### src/rtl/rggen_spi_slave_engine.sv
// SPI slave protocol engine (mode 0, MSB first, oversampled in i_clk).
// Decodes one SPI frame into one rggen bus transaction.
//   Frame: cmd(8) addr(8*ADDR_BYTES) then
//     write: wdata(BUS_WIDTH) status(8 out)
//     read : turnaround(8) status(8 out) rdata(BUS_WIDTH out)
//   Status byte = {done, 5'b0, status}; zero if the response was late.
// Ports:
//   i_clk/i_rst              system clock, async active-high reset
//   i_sclk/i_ss_n/i_mosi     SPI inputs (asynchronous)
//   o_miso/o_miso_en         SPI output and its enable
//   o_bus_* / i_bus_*        request/response to rggen_adapter_common
module rggen_spi_slave_engine #(
  parameter int ADDRESS_WIDTH = 8,
  parameter int BUS_WIDTH     = 32,
  parameter int SYNC_STAGES   = 2
)(
  input  logic                     i_clk,
  input  logic                     i_rst,
  input  logic                     i_sclk,
  input  logic                     i_ss_n,
  input  logic                     i_mosi,
  output logic                     o_miso,
  output logic                     o_miso_en,
  output logic                     o_bus_valid,
  output logic [1:0]               o_bus_access,
  output logic [ADDRESS_WIDTH-1:0] o_bus_address,
  output logic [BUS_WIDTH-1:0]     o_bus_write_data,
  output logic [BUS_WIDTH/8-1:0]   o_bus_strobe,
  input  logic                     i_bus_ready,
  input  logic [1:0]               i_bus_status,
  input  logic [BUS_WIDTH-1:0]     i_bus_read_data
);
  localparam int ADDR_BYTES = (ADDRESS_WIDTH + 7) / 8;
  localparam int ADDR_BITS  = 8 * ADDR_BYTES;
  localparam int RX_W       = (BUS_WIDTH > ADDR_BITS) ? BUS_WIDTH : ADDR_BITS;
  localparam int CNT_W      = $clog2(RX_W + 1);

  typedef enum logic [2:0] {IDLE, CMD, ADDR, WDATA, TURN, STAT, RDATA, DRAIN} state_t;

  // ---------------- input synchronizers / edge detect ----------------
  logic [SYNC_STAGES-1:0] sclk_sync, ss_sync, mosi_sync;
  logic sclk_q, ss_q;
  always_ff @(posedge i_clk or posedge i_rst) begin
    if (i_rst) begin
      sclk_sync <= '0;
      ss_sync   <= '1;
      mosi_sync <= '0;
      sclk_q    <= 1'b0;
      ss_q      <= 1'b1;
    end else begin
      sclk_sync <= {sclk_sync[SYNC_STAGES-2:0], i_sclk};
      ss_sync   <= {ss_sync[SYNC_STAGES-2:0], i_ss_n};
      mosi_sync <= {mosi_sync[SYNC_STAGES-2:0], i_mosi};
      sclk_q    <= sclk_sync[SYNC_STAGES-1];
      ss_q      <= ss_sync[SYNC_STAGES-1];
    end
  end

  logic sclk_s, ss_s, mosi_s, rise, fall, ss_fall, ss_rise;
  assign sclk_s  = sclk_sync[SYNC_STAGES-1];
  assign ss_s    = ss_sync[SYNC_STAGES-1];
  assign mosi_s  = mosi_sync[SYNC_STAGES-1];
  assign rise    = sclk_s & ~sclk_q;
  assign fall    = ~sclk_s & sclk_q;
  assign ss_fall = ss_q & ~ss_s;
  assign ss_rise = ~ss_q & ss_s;
  assign o_miso_en = ~ss_s;

  // ---------------- frame FSM ----------------
  state_t state_q, state_nxt;
  logic [CNT_W-1:0] bit_cnt, field_len;
  logic [RX_W-1:0]  rx_shift, rx_next;
  logic counted, field_done, issue_now, load_stat, load_rdata, shift_tx;
  logic is_write, cmd_ok;

  assign rx_next = {rx_shift[RX_W-2:0], mosi_s};
  assign cmd_ok  = (rx_next[7:0] == 8'h02) || (rx_next[7:0] == 8'h03);

  always_ff @(posedge i_clk or posedge i_rst) begin
    if (i_rst) state_q <= IDLE;
    else       state_q <= state_nxt;
  end

  always_comb begin
    state_nxt = state_q;
    if (ss_rise) state_nxt = IDLE;
    else begin
      case (state_q)
        IDLE:  if (ss_fall)    state_nxt = CMD;
        CMD:   if (field_done) state_nxt = cmd_ok ? ADDR : DRAIN;
        ADDR:  if (field_done) state_nxt = is_write ? WDATA : TURN;
        WDATA: if (field_done) state_nxt = STAT;
        TURN:  if (field_done) state_nxt = STAT;
        STAT:  if (field_done) state_nxt = is_write ? DRAIN : RDATA;
        RDATA: if (field_done) state_nxt = DRAIN;
        default: state_nxt = state_q;
      endcase
    end
  end

  always_comb begin
    field_len = '0;
    counted   = 1'b1;
    case (state_q)
      CMD, TURN, STAT: field_len = CNT_W'(8);
      ADDR:            field_len = CNT_W'(ADDR_BITS);
      WDATA, RDATA:    field_len = CNT_W'(BUS_WIDTH);
      default:         counted   = 1'b0;
    endcase
    field_done = rise && counted && (bit_cnt == field_len - 1'b1);
    issue_now  = field_done && !ss_rise &&
                 (((state_q == ADDR) && !is_write) || (state_q == WDATA));
    // First fall of an output field (no rise counted yet) loads the shifter,
    // so the MSB is on the wire before the master's first sampling rise.
    load_stat  = fall && (state_q == STAT)  && (bit_cnt == '0);
    load_rdata = fall && (state_q == RDATA) && (bit_cnt == '0);
    shift_tx   = fall && ((state_q == STAT) || (state_q == RDATA)) && (bit_cnt != '0);
  end

  logic [ADDRESS_WIDTH-1:0] frame_addr;
  logic [BUS_WIDTH-1:0]     frame_wdata;
  always_ff @(posedge i_clk or posedge i_rst) begin
    if (i_rst) begin
      bit_cnt     <= '0;
      rx_shift    <= '0;
      is_write    <= 1'b0;
      frame_addr  <= '0;
      frame_wdata <= '0;
    end else begin
      if (state_q != state_nxt)  bit_cnt <= '0;
      else if (rise && counted)  bit_cnt <= bit_cnt + 1'b1;
      if (rise) rx_shift <= rx_next;
      if ((state_q == CMD) && field_done)   is_write    <= (rx_next[7:0] == 8'h02);
      if ((state_q == ADDR) && field_done)  frame_addr  <= rx_next[ADDRESS_WIDTH-1:0];
      if ((state_q == WDATA) && field_done) frame_wdata <= rx_next[BUS_WIDTH-1:0];
    end
  end

  // ---------------- bus side ----------------
  // issue_pend holds a request while an aborted frame's transaction is still
  // outstanding. bus_live marks the outstanding transaction as owned by the
  // current frame; an abort clears it so the response is dropped.
  logic issue_pend, bus_live, bus_load, capture, done;
  logic [1:0]           resp_status;
  logic [BUS_WIDTH-1:0] resp_rdata;

  assign bus_load = !o_bus_valid && !ss_rise && (issue_now || issue_pend);
  assign capture  = o_bus_valid && i_bus_ready && bus_live && !ss_rise;

  always_ff @(posedge i_clk or posedge i_rst) begin
    if (i_rst) begin
      o_bus_valid      <= 1'b0;
      o_bus_access     <= '0;
      o_bus_address    <= '0;
      o_bus_write_data <= '0;
      o_bus_strobe     <= '0;
      issue_pend       <= 1'b0;
      bus_live         <= 1'b0;
      done             <= 1'b0;
      resp_status      <= '0;
      resp_rdata       <= '0;
    end else begin
      issue_pend <= !ss_rise && (issue_pend || issue_now) && !bus_load;
      if (ss_rise)                         bus_live <= 1'b0;
      else if (bus_load)                   bus_live <= 1'b1;
      else if (o_bus_valid && i_bus_ready) bus_live <= 1'b0;

      if (o_bus_valid) begin
        if (i_bus_ready) o_bus_valid <= 1'b0;
      end else if (bus_load) begin
        o_bus_valid      <= 1'b1;
        o_bus_access     <= is_write ? 2'b11 : 2'b10;
        o_bus_address    <= (issue_now && !is_write) ? rx_next[ADDRESS_WIDTH-1:0] : frame_addr;
        o_bus_write_data <= !is_write ? '0 :
                            issue_now ? rx_next[BUS_WIDTH-1:0] : frame_wdata;
        o_bus_strobe     <= is_write ? '1 : '0;
      end

      if ((state_q == IDLE) && ss_fall) begin
        done        <= 1'b0;
        resp_status <= '0;
        resp_rdata  <= '0;
      end else if (capture) begin
        done        <= 1'b1;
        resp_status <= i_bus_status;
        if (!o_bus_access[0]) resp_rdata <= i_bus_read_data;
      end
    end
  end

  // ---------------- MISO shifter ----------------
  logic [BUS_WIDTH-1:0] tx_shift, rd_word;
  logic [7:0]           stat_byte;
  logic                 stat_done;
  assign stat_byte = done ? {1'b1, 5'b0, resp_status} : 8'h00;
  // Read data is only returned if the status byte already reported done.
  assign rd_word   = stat_done ? resp_rdata : '0;

  always_ff @(posedge i_clk or posedge i_rst) begin
    if (i_rst) begin
      o_miso    <= 1'b0;
      tx_shift  <= '0;
      stat_done <= 1'b0;
    end else if (load_stat) begin
      o_miso    <= stat_byte[7];
      tx_shift  <= {stat_byte[6:0], {(BUS_WIDTH-7){1'b0}}};
      stat_done <= done;
    end else if (load_rdata) begin
      o_miso    <= rd_word[BUS_WIDTH-1];
      tx_shift  <= {rd_word[BUS_WIDTH-2:0], 1'b0};
    end else if (shift_tx) begin
      o_miso    <= tx_shift[BUS_WIDTH-1];
      tx_shift  <= {tx_shift[BUS_WIDTH-2:0], 1'b0};
    end else if (fall || (state_q == IDLE)) begin
      o_miso    <= 1'b0;
    end
  end
endmodule

### config.mk
export PLATFORM = sky130hd
export DESIGN_NAME = rggen_spi_slave_engine
export DESIGN_NICKNAME = d
export VERILOG_FILES = /design/src/rtl/rggen_spi_slave_engine.sv
export SDC_FILE = /design/constraint.sdc
export NUM_CORES = 1
export LEC_CHECK = 0
export BUFFER_PORTS_ARGS = -buffer_cell sky130_fd_sc_hd__buf_2
export CORE_UTILIZATION = 46
export DETAILED_ROUTE_END_ITERATION = 10
export GPL_TIMING_DRIVEN = 0
export PLACE_DENSITY = 0.77
export SYNTH_ARGS = -nofsm -noshare
export SYNTH_HDL_FRONTEND = slang
export SYNTH_SLANG_ARGS = --single-unit
### constraint.sdc
create_clock -name i_clk -period 11.24 [get_ports i_clk]
set_input_delay 2.248 -clock i_clk [delete_from_list [all_inputs] [get_ports i_clk]]
set_output_delay 2.248 -clock i_clk [all_outputs]
set_load 0.005 [all_outputs]
# After elaboration in Yosys (flattened, before gate mapping)
# Cells that the tools add are included.
classes:
  n_reduce_logical: 46
  n_shift: 0
  mux: 42
  multipliers: 0
  add_sub_neg: 2
  bitwise_logic: 9
  eq_ne: 11
  magnitude_cmp: 0
  div: 0
ops:
  columns: ["operator", "count"]
  rows:
  - ["2-to-1 mux 32 bit", 9]
  - ["2-to-1 mux 3 bit", 9]
  - ["logical AND 1 bit", 23]
  - ["one-hot mux 3 bit (6 select lines)", 1]
  - ["equality test 8 x 2 -> 1 bit, second input constant", 2]
  - ["2-to-1 mux 8 bit", 2]
  - ["2-to-1 mux 1 bit", 15]
  - ["2-to-1 mux 6 bit", 2]
  - ["one-hot mux 6 bit (2 select lines)", 1]
  - ["equality test 3 bit, second input constant", 3]
  - ["adder 6 x 1 -> 6 bit, second input constant", 1]
  - ["equality test 3 x 2 -> 1 bit, second input constant", 2]
  - ["equality test 6 bit", 1]
  - ["zero test 6 bit", 1]
  - ["nonzero test 3 bit", 2]
  - ["nonzero test 6 bit", 1]
  - ["OR reduction 6 bit", 1]
  - ["subtractor 6 x 1 -> 6 bit, second input constant", 1]
  - ["logical OR 1 bit", 5]
  - ["NOT 1 bit", 5]
  - ["bitwise AND 1 bit", 4]
  - ["zero test 1 bit", 4]
  - ["2-to-1 mux 2 bit", 2]
  - ["2-to-1 mux 4 bit", 1]
  - ["other kinds (9)", 12]
totals:
  regBits: 207
  rom_bits: 0
  out_inout_bits: 49
  mem_bits_rw: 0
  n_memories: 0
  latch_bits: 0
  elab_cells: 134

# Logic depth before layout (Yosys ltp)
# Gate-level depths: netlist (run 1).
depth:
  depth_word: 12
  mapped_depth: 9
  ltp_nobuf: 7

# Worst setup path after synthesis (run 1)
# No wires, ideal clock.
synth_path:
  path_kind: "input-to-reg"
  start: "input port i_bus_ready"
  end: "register resp_rdata[0]"
  t_arrival_ns: 3.259
  setup_time_ns: 0.066
  path_slack_ns: 7.915
  required_ns: 11.174
  n_path_buf: 1
  stages: 4
  path_cell_list: "nand4_1 nor3_1 clkbuf_1 a22o_1"
synth_via:
  elab_chain_len: 5
synth_rtl:
  columns: ["element", "line_no", "text"]
  rows:
  - ["start: declaration", "29", "input logic i_bus_ready,"]
  - ["logical AND 1 bit (3 in series)", "148", "assign capture = o_bus_valid && i_bus_ready && bus_live && !ss_rise;"]
  - ["nonzero test 2 bit (no line)", null, null]
  - ["AND reduction 2 bit (no line)", null, null]
  - ["end signal: assignment", "186", "if (!o_bus_access[0]) resp_rdata <= i_bus_read_data;"]
  - ["end: declaration", "145", "logic [BUS_WIDTH-1:0] resp_rdata;"]
# No other way between the ends.
# A chain may end at the register's enable or synchronous reset.

# Worst setup path after layout (run 1)
layout_path:
  start: "input port i_bus_ready"
  end: "register resp_rdata[8]"
# Same word-level chain as after synthesis.

==> results.md, run 1 <==
- Status: completed
- Row cnt: 50
- Setup TNS: 0 ns
- Final worst-path cycle share: 31.6%
- FILL cells: 1591
- Syn_area_per_cell: 11.2 sq um
- Drt total wl: 18900 um
- ANT nets after route: 0
- Slew Viols, Final: 0
- Hold path start: sclk_sync[0]
- Vias per inst: 5.57
- Max_slew headroom: 48.0%
- Gate Count Post-Synth: 782
- Critical path peak fanout: 10
- Primary FF master, synth: dfrtp_1
- Dpl ws: 7.14 ns
- Critical Path End Type: flip-flop
- RR Startpoint: state_q[0]
- Initial core utilization: 46.9%
- Post-synthesis mux area share: 11.7%
- Startpoint class of the critical path: input port
- FF+latch count, synth: 202
- Total gr overflow: 0
- Vias: 6361
- Worst Hold End: sclk_sync[1]
- Proportion of layout cells with a drive suffix above 1: 24.8%
- Pwr/cell area: 153 nW/um^2
- Worst hold-check path type: flip-flop to flip-flop
- Placement Cell Area: 9510 sq um
- WHS: 0.347 ns
- H-tree levels: 1
- Hold depth: 0
- Worst Path Required: 11.66 ns
- Largest family of logic cells by synthesized area: compound AO/OA/AOI/OAI gates
- Final worst path period need: 3.56 ns
- Maximum clock rate: 281 MHz
- DR DRC count: 0
- Root Buffer: clkbuf_16
- Iter 0 DRT Violations: 333
- Core area: 18600 sq um
- Arrival @ worst endpoint: 3.98 ns
- Chip Height: 140 um
- Reg-to-reg slack, setup: 8.11 ns
- Synth Area in Simple Gates: 12.0%
- IO Pins: 89
- Compound-Gate Fraction of Synth Area: 12.7%
- Die width: 140 um
- Design Area, Final: 10200 sq um
- Peak VDD IR: 0.0000975 V
- Fin nets: 937
- Final Skew: 0.0326 ns
- Largest net degree at the start of global routing: 111
- Drt wl/cell: 16.6 um
- EDFF count, synth: 0
- Sequential cell area fraction in the yosys report: 57.8%
- Area grow syn2layout: 16.4%
- Drt pass-1 iters: 5
- Num CTS Buffers: 22
- Fin. Hold Viols: 0
- # resized after CTS: 0
- Syn nets: 824
- All-Layer GR Usage: 20.1%
- First-pass GRT wire length: 32100 um
- CTS tree: built
- Hold Buf Count CTS: 0
- Clock transition at path regs: 0.06 ns
- Die Area: 19600 sq um
- Clock Path Buffers: 3
- Post-Synth Adder-Cell Area: 0.286%
- Clock Latency Late Sink: 0.52 ns
- Cell Area, Synth: 8750 sq um
- Initial antenna violation count: 0
- Reg2reg path depth: 7
- Type of the worst setup path: input port to flip-flop
- Warnings from Yosys: 0
- Synth async-reset ratio: 100%
- RSZ-0062 raised after global routing: false
- Reg-to-reg endpoint: o_bus_address[2]
- Unique masters post-synth: 49
- Post-CTS setup buffers: 0
- I/O Buffers: 88
- Final worst setup slack: 7.68 ns
- CTS sink cnt: 202
- Max-Cap Viols: 0
- DP HPWL: 12400 um
- ANT cells: 0
- Final-report setup violation count: 0
- Leakage: 4.81 nW
- Worst-margin pin slew: 0.774 ns
- Xor and xnor area share after synthesis: 0.501%
- Final GP Congestion: 0.858
- Vias in the first global route: 6298
==> where the power goes <==
group / internal [mW] / switching [mW]
Clock: 0.390 / 0.280
Sequential: 0.757 / 0.0371
Combinational: 0.0386 / 0.0502
==> how the worst max path moves through the flow <==
stage	startpoint	endpoint	slack [ns]	cells past startpoint
after global placement	i_rst	frame_wdata[15]	1.32	2
after detailed placement	i_bus_ready	resp_rdata[8]	7.14	5
after floorplan	i_rst	bit_cnt[0]	3.49	1
after global routing	i_bus_ready	resp_rdata[8]	7.53	5
final	i_bus_ready	resp_rdata[8]	7.68	5
after CTS	i_bus_ready	resp_rdata[8]	7.65	5
==> placed cells by master (no fill, tap or decap), drive strengths merged, types with 5 or more instances in the layout <==
| cell type | count |
|---|---|
| nor3 | 8 |
| buf | 107 |
| nor2 | 41 |
| mux2 | 88 |
| a21oi | 38 |
| o21ai | 32 |
| or3 | 6 |
| nand2 | 98 |
| o221ai | 32 |
| dfrtp | 199 |
| clkinv | 5 |
| a22o | 32 |
| nand3 | 5 |
| nand4 | 38 |
| nand2b | 5 |
| inv | 41 |
| clkbuf | 74 |
==> critical path: stages <==
cell	delay (ns)
buf_2	0.12
nand4_1	0.28
nor3_1	0.67
clkbuf_1	0.43
a22o_1	0.21
==> registers in the layout (all words and copies together), names as in the netlist, 3 cells and up <==
name,count
bit_cnt,6
frame_addr,8
frame_wdata,32
o_bus_address,8
o_bus_write_data,32
resp_rdata,32
rx_shift,31
state_q,3
tx_shift,31
==> final cells by class <==
type | count | area [sq um] | share of cell area, %
plain buffers | 63 | 290 | 2.85
clock buffers | 29 | 587 | 5.77
clock inverters | 7 | 75.1 | 0.738
inverters | 40 | 158 | 1.55
multi-input cells | 477 | 3250 | 31.9
flip-flops and latches | 202 | 5060 | 49.7
well taps | 234 | 293 | 2.88
repair buffers | 89 | 468 | 4.60
==> synthesized netlist by cell type, types with 3 or more instances <==
cell type	n	share of area [%]
nor3_1	8	0.46
buf_2	7	0.40
o21a_1	3	0.26
nand2b_1	5	0.36
and3_1	3	0.21
mux2_1	5	0.64
or4_1	3	0.26
mux2_2	83	11
or3_1	6	0.43
dfstp_2	3	0.90
nand3_1	5	0.29
a22o_1	32	3.2
dfrtp_1	199	57
a211o_1	3	0.30
o41ai_1	3	0.30
clkbuf_1	45	1.9
inv_1	40	1.7
xor2_1	3	0.30
mux2i_1	3	0.34
nor2b_1	3	0.21
o221ai_1	32	3.2
nor2_1	41	1.8
a21oi_1	38	2.2
buf_4	8	0.69
nand2_1	98	4.2
o21ai_0	32	1.8
nand4_1	38	2.7
==> through the flow <==
stage / util, % / power (mW) / cells
global route: 54.6 / 1.61 / 1141
global placement: 50.8 / 0.891 / 1104
detailed placement: 51.0 / 0.895 / 1105
CTS: 54.6 / 1.57 / 1141
finish: 54.6 / 1.55 / 1141
floorplan: - / 0.858 / 782
==> per-layer routing <==
| metal | part of all wire [%] | GRT usage, % | wire length, um |
|---|---|---|---|
| met5 | 0 | 0 | 0 |
| met4 | 1.9 | 5.15 | 355 |
| met3 | 5.0 | 2.96 | 936 |
| met2 | 47 | 33.2 | 8980 |
| met1 | 46 | 27.7 | 8640 |
==> cells by family after synthesis <==
| group | Yosys count |
|---|---|
| and+or+nand+nor | 223 |
| DFF | 202 |
| AOI/OAI and AO/OA | 156 |
| buffers and inverters | 103 |
| muxes | 91 |
| xor gates and xnor gates | 5 |
| adders and majority gates | 2 |
Note: power is estimated with default switching activity, not from simulation.
==> run 2, diff against run 1 <==
clock period = 3.7 ns   (was 11.24 ns; I/O delays follow)
==> run 2 against run 1 <==
Net effect: critical path depth up 2; critical endpoint is now o_bus_address[3]; wire length about the same; power rose to 3.1 times the previous value; non-clock buffer count up 4; final area up 0.79%; largest power group unchanged; clock power rose to 3.1 times the previous value; sequential share of layout area down 0.39 points; die area unchanged; largest cell class unchanged; via count about the same.
==> results.md, run 2 (same netlist as run 1, synthesis figures left out) <==
- RSZ-0062 raised after global routing: false (unchanged)
- Worst hold-check path type: input port to flip-flop (was flip-flop to flip-flop)
- Chip Height: 140 um (unchanged)
- Initial core utilization: 46.9% (unchanged)
- Drt pass-1 iters: 5 (unchanged)
- Int Power: 3.65 mW (was 1.19 mW)
- Max_slew headroom: 38.5% (was 48.0%)
- Row cnt: 50 (unchanged)
- Most common cell after layout, fill and taps aside: dfrtp_1 (unchanged)
- Iter 0 DRT Violations: 284 (was 333)
- ANT cells: 0 (unchanged)
- Clock Path Buffers: 3 (unchanged)
- FILL cells: 1588 (was 1591)
- Net Sw Power: 1.10 mW (was 0.368 mW)
- I/O Buffers: 88 (unchanged)
- Largest net degree at the start of global routing: 43 (was 111)
- Cells after DPL: 1109 (was 1105)
- WHS: 0.331 ns (was 0.347 ns)
- Vias: 6356 (was 6361)
- FF+latch area: 5060 sq um (unchanged)
- Proportion of layout cells with a drive suffix above 1: 24.9% (was 24.8%)
- Maximum clock rate: 325 MHz
- Type of the worst setup path: flip-flop to flip-flop (was input port to flip-flop)
- IO Pins: 89 (unchanged)
- Die width: 140 um (unchanged)
- Seq pwr share: 50.8% (was 51.1%)
- CP startpoint: state_q[0] (was i_bus_ready)
- Most frequent cells in the layout: dfrtp_1 (199), nand2_1 (98), buf_2 (95) (unchanged)
- ANT nets after route: 0 (unchanged)
- Num CTS Buffers: 22 (unchanged)
- Startpoint class of the critical path: flip-flop (was input port)
- Pwr/cell area: 463 nW/um^2 (was 153 nW/um^2)
- Area of the multi-input gates: 3250 sq um (unchanged)
- Root Buffer: clkbuf_16 (unchanged)
- Core area: 18600 sq um (unchanged)
- Total gr overflow: 0 (unchanged)
- RR Startpoint: state_q[0] (unchanged)
- Hold Buf Count CTS: 0 (unchanged)
- Slew Viols, Final: 0 (unchanged)
- Clock transition at path regs: 0.06 ns (about the same)
- Worst-margin pin slew: 0.921 ns (was 0.774 ns)
- Net Sw Frac: 23.2% (was 23.7%)
- Design Area, Final: 10300 sq um (was 10200 sq um)
- Hold path start: i_ss_n (was sclk_sync[0])
- Area grow syn2layout: 17.3% (was 16.4%)
- Status: completed (unchanged)
- All-Layer GR Usage: 20.2% (was 20.1%)
- Max-Cap Viols: 0 (unchanged)
- Non-filler instance count after layout: 1145 (was 1141)
- Clock Latency Late Sink: 0.51 ns (was 0.52 ns)
- Combinational group share of total power: 5.8% (was 5.7%)
- Initial antenna violation count: 0 (unchanged)
- H-tree levels: 1 (unchanged)
- Clk network pwr share: 43.4% (was 43.2%)
- Final-report setup violation count: 0 (unchanged)
- # resized after CTS: 0 (unchanged)
- Drt total wl: 18900 um (about the same)
- Vias per inst: 5.55 (was 5.57)
- DP HPWL: 12600 um (was 12400 um)
- Critical path peak fanout: 10 (unchanged)
- CTS sink cnt: 202 (unchanged)
- Critical Path End Type: flip-flop (unchanged)
- Placement Cell Area: 9580 sq um (was 9510 sq um)
- Drt wl/cell: 16.5 um (was 16.6 um)
- Arrival @ worst endpoint: 3.47 ns (was 3.98 ns)
- Post-CTS setup buffers: 0 (unchanged)
- Tot Pwr: 4.75 mW (was 1.55 mW)
- CTS tree: built (unchanged)
- Die Area: 19600 sq um (unchanged)
- Fin nets: 941 (was 937)
- Fin. Hold Viols: 0 (unchanged)
- Setup TNS: 0 ns (unchanged)
- First-pass GRT wire length: 32100 um (about the same)
- Vias in the first global route: 6320 (was 6298)
- Final GP Congestion: 0.855 (was 0.858)
- Top Registers: frame_wdata x32, o_bus_write_data x32, resp_rdata x32 (unchanged)
- DR DRC count: 0 (unchanged)
- Final worst-path cycle share: 83.3%
- Final worst path period need: 3.08 ns
- Worst Path Required: 4.09 ns (was 11.66 ns)
- Peak VDD IR: 0.000365 V (was 0.0000975 V)
- Final Skew: 0.0183 ns (was 0.0326 ns)
- Leakage: 4.84 nW (was 4.81 nW)
## run 2: cell types whose count changed in the layout (fill, tap and decap cells not counted)
cell	change
buf_12	+5
clkinv_2	-3
clkbuf_1	+2
clkbuf_8	+2
buf_16	-1
clkinvlp_4	+1
inv_6	-1
inv_8	-1
## run 2: routing by layer
metal,vias to the layer above,GRT usage (%),routed length (um)
met5,-,0,0
met4,0,5.55,451
met3,32,3.06,772
met2,140,32.0,8860
met1,3160,28.9,8820
li1,3024,-,-
## run 2: stage by stage
stage | util, % | worst slack [ns]
after floorplan | - | 0.346
after global placement | 50.9 | -0.873
after detailed placement | 51.4 | 0.605
after CTS | 55.0 | 0.605
after global routing | 55.0 | 0.404
final | 55.0 | 0.619
## run 2: critical path, cell delays in order, from the launching register on
cell	delay [ns]
dfrtp_1	0.40
nor3_1	0.64
o211ai_1	0.35
a2111oi_4	0.66
o21a_1	0.19
buf_4	0.19
buf_6	0.19
mux2_1	0.33
## run 2: power by group through the flow
stage          clock [mW]  sequential [mW]  combinational (mW)
6_report             2.06             2.41               0.277
5_1_grt              2.18             2.43               0.316
4_1_cts              2.11             2.41               0.282
3_5_place_dp            0             2.45               0.281
3_3_place_gp            0             2.44               0.261
2_1_floorplan           0             2.41               0.197
## run 2: final timing paths
kind	endpoint	slack [ns]	cells after the start
worst max-delay path	o_bus_address[3]	0.62	7
worst min-delay path	ss_sync[0]	0.33	1
worst max register to register	o_bus_address[3]	0.62	7
worst min register to register	sclk_sync[1]	0.36	0
max in group asynchronous	rx_shift[25]	2.15	5
min in group asynchronous	tx_shift[5]	0.44	2
## run 2: cell type report
type,instances,area share (%)
clock buffer,33,6.06
sequential,202,49.3
buffer,63,2.83
tap,234,2.85
timing repair buffer,93,5.27
multi-input combinational,477,31.7
inverter,40,1.50
clock inverter,3,0.500
